File: src/rtl/logic_gate_unit.sv
// Registered WIDTH-bit logic unit: eight selectable bitwise gates behind a valid/ready stage.
// Define LOGIC_GATE_UNIT_SWEEP_EN to compile in the exhaustive truth-table self-check sweep.
module logic_gate_unit #(
  parameter int WIDTH = 8
) (
  input  logic             clk,
  input  logic             rst,
  input  logic             in_valid,
  output logic             in_ready,
  input  logic [WIDTH-1:0] a,
  input  logic [WIDTH-1:0] b,
  input  logic [2:0]       op,
  output logic             out_valid,
  input  logic             out_ready,
  output logic [WIDTH-1:0] y,
  input  logic             sweep_start,
  output logic             sweep_busy,
  output logic             sweep_done,
  output logic             sweep_err
);

  typedef enum logic [2:0] {
    OP_AND, OP_OR, OP_NAND, OP_NOR, OP_XOR, OP_XNOR, OP_NOT_A, OP_BUF_A
  } op_e;

  // Shared by the stream datapath and the sweep checker so the sweep exercises the real gates.
  function automatic logic [WIDTH-1:0] gate_fn(input logic [2:0] sel,
                                               input logic [WIDTH-1:0] x,
                                               input logic [WIDTH-1:0] z);
    case (op_e'(sel))
      OP_AND:  gate_fn = x & z;
      OP_OR:   gate_fn = x | z;
      OP_NAND: gate_fn = ~(x & z);
      OP_NOR:  gate_fn = ~(x | z);
      OP_XOR:  gate_fn = x ^ z;
      OP_XNOR: gate_fn = ~(x ^ z);
      OP_NOT_A: gate_fn = ~x;
      default: gate_fn = x;
    endcase
  endfunction

  logic accept;
  assign accept = in_valid && in_ready;

  // NOTE: sequential state uses non-blocking assignments so every register samples pre-edge values.
  always_ff @(posedge clk) begin
    if (rst) begin
      out_valid <= 1'b0;
      y         <= '0;
    end else if (accept) begin
      out_valid <= 1'b1;
      y         <= gate_fn(op, a, b);
    end else if (out_ready) begin
      out_valid <= 1'b0;
    end
  end

`ifdef LOGIC_GATE_UNIT_SWEEP_EN
  typedef enum logic [1:0] {S_IDLE, S_RUN, S_DONE} sweep_state_e;

  // Reference truth table indexed by {op, a, b}; op 7 (BUF a) in the top nibble.
  localparam logic [31:0] TRUTH_TABLE = {
    4'b1100, 4'b0011, 4'b1001, 4'b0110, 4'b0001, 4'b0111, 4'b1110, 4'b1000
  };

  sweep_state_e     state, state_next;
  logic [4:0]       idx;
  logic             start_ok;
  logic [WIDTH-1:0] sweep_y;

  assign start_ok = sweep_start && !out_valid && !in_valid;
  assign sweep_y  = gate_fn(idx[4:2], {WIDTH{idx[1]}}, {WIDTH{idx[0]}});

  always_ff @(posedge clk) begin
    if (rst) state <= S_IDLE;
    else     state <= state_next;
  end

  // NOTE: combinational blocks assign a default first so no path leaves a signal unassigned (no latch).
  always_comb begin
    state_next = state;
    case (state)
      S_IDLE:  if (start_ok) state_next = S_RUN;
      S_RUN:   if (idx == 5'd31) state_next = S_DONE;
      default: state_next = S_IDLE;
    endcase
  end

  always_comb begin
    sweep_busy = (state == S_RUN);
    sweep_done = (state == S_DONE);
  end

  always_ff @(posedge clk) begin
    if (rst) begin
      idx       <= '0;
      sweep_err <= 1'b0;
    end else if (state == S_IDLE && start_ok) begin
      idx       <= '0;
      sweep_err <= 1'b0;
    end else if (state == S_RUN) begin
      idx <= idx + 5'd1;
      if (sweep_y != {WIDTH{TRUTH_TABLE[idx]}}) sweep_err <= 1'b1;
    end
  end

  assign in_ready = (!out_valid || out_ready) && !sweep_busy;
`else
  logic sweep_start_unused;
  assign sweep_start_unused = sweep_start;
  assign sweep_busy = 1'b0;
  assign sweep_done = 1'b0;
  assign sweep_err  = 1'b0;
  assign in_ready   = !out_valid || out_ready;
`endif

endmodule

File: config.mk
export PLATFORM = sky130hd
export DESIGN_NAME = logic_gate_unit
export DESIGN_NICKNAME = d
export VERILOG_FILES = /design/src/rtl/logic_gate_unit.sv
export SDC_FILE = /design/constraint.sdc
export NUM_CORES = 1
export LEC_CHECK = 0
export ABC_AREA = 1
export CAP_MARGIN = 30
export CORE_MARGIN = 3
export CORE_UTILIZATION = 50
export DETAILED_ROUTE_END_ITERATION = 10
export MAX_ROUTING_LAYER = met4
export PLACE_DENSITY = 0.79
export REMOVE_ABC_BUFFERS = 1
export SETUP_SLACK_MARGIN = 0.05
export SYNTH_ARGS = -nofsm -noshare
export SYNTH_HDL_FRONTEND = slang
export SYNTH_SLANG_ARGS = --single-unit
File: constraint.sdc
create_clock -name clk -period 3.3 [get_ports clk]
set_clock_uncertainty 0.2 [all_clocks]
set_input_delay 0.66 -clock clk [delete_from_list [all_inputs] [get_ports clk]]
set_output_delay 0.66 -clock clk [all_outputs]
set_load 0.05 [all_outputs]
==> run metrics <==
sequential fraction of the synthesis area=12.5%; Setup Fix Bufs, Post-CTS=0; switching part of the total=42.7%; vias in the first global route=1,302; CTS clk-pin slew, worst paths=0.06 ns; Reg2Reg Setup Slack=1.76 ns; Port Buffers=32; DP Wirelength=2.38 mm; core area=0.00261 mm²; Total GRT Usage=20.2%; clk sinks=9; initial antenna violation count=0; Routed Wire Length=3.29 mm; first-pass GRT wire length=5.54 mm; WS Path Type=in -> out; Peak Freq=341 MHz; CTS Buffer Depth=2; worst-margin pin slew=0.588 ns; I/O Pins=37; Die H=59.6 µm; drt pass-1 iters=4; initial core utilization=55.1%; hold_ws=0.279 ns; syn_area_per_cell=6.20 µm²; Die Area=0.00356 mm²; max_cap viols=0; Clk pwr share=20.5%; diode count=0; vias=1,483; synthesized instance count=232; P_int=247 µW; clock tree root buffer cell=clkbuf_4; FP Rows=18; reg2reg start=out_valid; status=complete, no violations; GR Overflow Total=0; crit path from=out_ready; Syn-to-layout area delta=20.5%; CP Capture Type=output port; Fin. Hold Viols=0; routed length per placed instance=11.4 µm; RSZ-0062 raised after global routing=no; sw power=184 µW; share of layout cells above drive strength 1=12.0%; Tcrit/Tclk final=88.8%; number of synthesized register bits=9; Sequential Power Share=28.3%; max-slew violation count=0; CTS tree=done; Warnings, synthesis=0; Via density=5.15; worst hold path type=reg -> reg; 1st-iter DRT viols=83; largest fanout on the critical path=3; final setup fails=0; Hold Startpoint=y[1]; total power=431 µW; CTS resizes=0; Routed Antenna Nets=0; Final nets=299; largest net degree at the start of global routing=18; post-synthesis cell type count=22; H-tree depth=1; Logic pwr share=51.2%; Rel. slew slack=60.7%; leakage=0.000919 µW; Worst Setup Start Kind=input port; Crit path required time=2.44 ns; DRC violations left=0; chip width=59.6 µm; CTS Hold Bufs=0; Clock Latency Late Sink=0.27 ns; final period demand of the worst path=2.93 ns; final setup TNS=0 ns; VDD IR max=328 µV; Power Dens Cells=248 mW/mm²; Num CTS Buffers=3; GPL Wtd Cong=0.827; Syn Std Cell Area=0.00144 mm²; CP arrival=2.07 ns
power by group through the flow:
stage / clock network [µW] / logic, µW / registers (µW)
floorplan: 0 / 105 / 155
global placement: 0 / 217 / 124
detailed placement: 0 / 219 / 124
CTS: 89.9 / 220 / 122
global route: 99.1 / 244 / 123
finish: 88.5 / 220 / 122
cell usage after synthesis:
cell type  number  area (µm²)
clkbuf_1        1        3.75
a21oi_2         8        70.1
buf_4           6        45.0
buf_6           3        33.8
nor2_4          2        22.5
a21oi_1        13        65.1
inv_1          39         146
nand3_2        11         110
nand2_1        61         229
nand3_1        24         120
ha_1           16         200
inv_4           1        6.26
nand3b_1        1        7.51
nand4_1        15        93.8
inv_2           2        7.51
buf_1           1        3.75
conb_1          1        3.75
dfxtp_1         9         180
buf_2           4        20.0
o21ai_1         1        5.00
nor2_1         12        45.0
buf_12          1        20.0
logic make-up (layout without fill, tap and decap cells):
| family | after synthesis | count (layout) | share of synthesized area [%] |
|---|---|---|---|
| AND/OR/NAND/NOR | 126 | 126 | 43.7 |
| buffers and inverters | 58 | 82 | 19.9 |
| AO/OA/AOI/OAI | 22 | 22 | 9.74 |
| adder cells (fa/ha/maj) | 16 | 16 | 13.9 |
| flip-flops | 9 | 9 | 12.5 |
| other | 1 | 3 | 0.261 |
per-layer routing:
metal / track usage, % / vias to the layer above / part of all wire [%]
li1: - / 790 / -
met1: 26.3 / 646 / 45
met2: 32.7 / 45 / 49
met3: 3.49 / 2 / 5.8
met4: 4.11 / 0 / 0.46
met5: - / - / 0
through the flow:
stage,std cells,util (%),setup WS [ns],instance area (µm²)
6_report,288,66.4,0.370,1730
5_1_grt,288,66.4,0.317,1730
4_1_cts,288,66.4,0.365,1730
3_5_place_dp,284,65.4,0.396,1710
3_3_place_gp,284,65.4,0.397,1710
2_1_floorplan,218,-,1.24,1320
cell type report:
cell class | instances | area, µm²
flip-flops and latches | 9 | 180
fillers | 250 | 878
inverters | 42 | 160
repair buffers | 36 | 350
well taps | 30 | 37.5
multi-input cells | 167 | 980
clock buffers | 4 | 26.3
state kept, by name (all words and copies together), names as in the netlist:
register / count
y: 8
out_valid: 1
final timing paths:
check	end	cells past startpoint
max	in_ready	4
min	y[1]	2
max reg2reg	y[6]	5
min reg2reg	y[1]	2
critical path: stages:
cell and delay, ns:
clkdlybuf4s50_1 0.45, inv_1 0.04, nand2_1 0.10, clkdlybuf4s50_1 0.81
layout by cell type (no fill, tap or decap):
cell / n
clkbuf_4: 3
nand4_1: 15
nand3b_1: 1
ha_1: 16
a21oi_2: 8
nand3_1: 24
conb_1: 3
o21ai_1: 1
inv_1: 39
nor2_1: 12
a21oi_1: 13
inv_2: 2
nand2_1: 61
nor2_4: 2
inv_4: 1
nand3_2: 11
dfxtp_1: 9
clkdlybuf4s50_1: 32
buf_4: 4
clkbuf_1: 1
No activity file was read; power rests on OpenSTA's default activity.
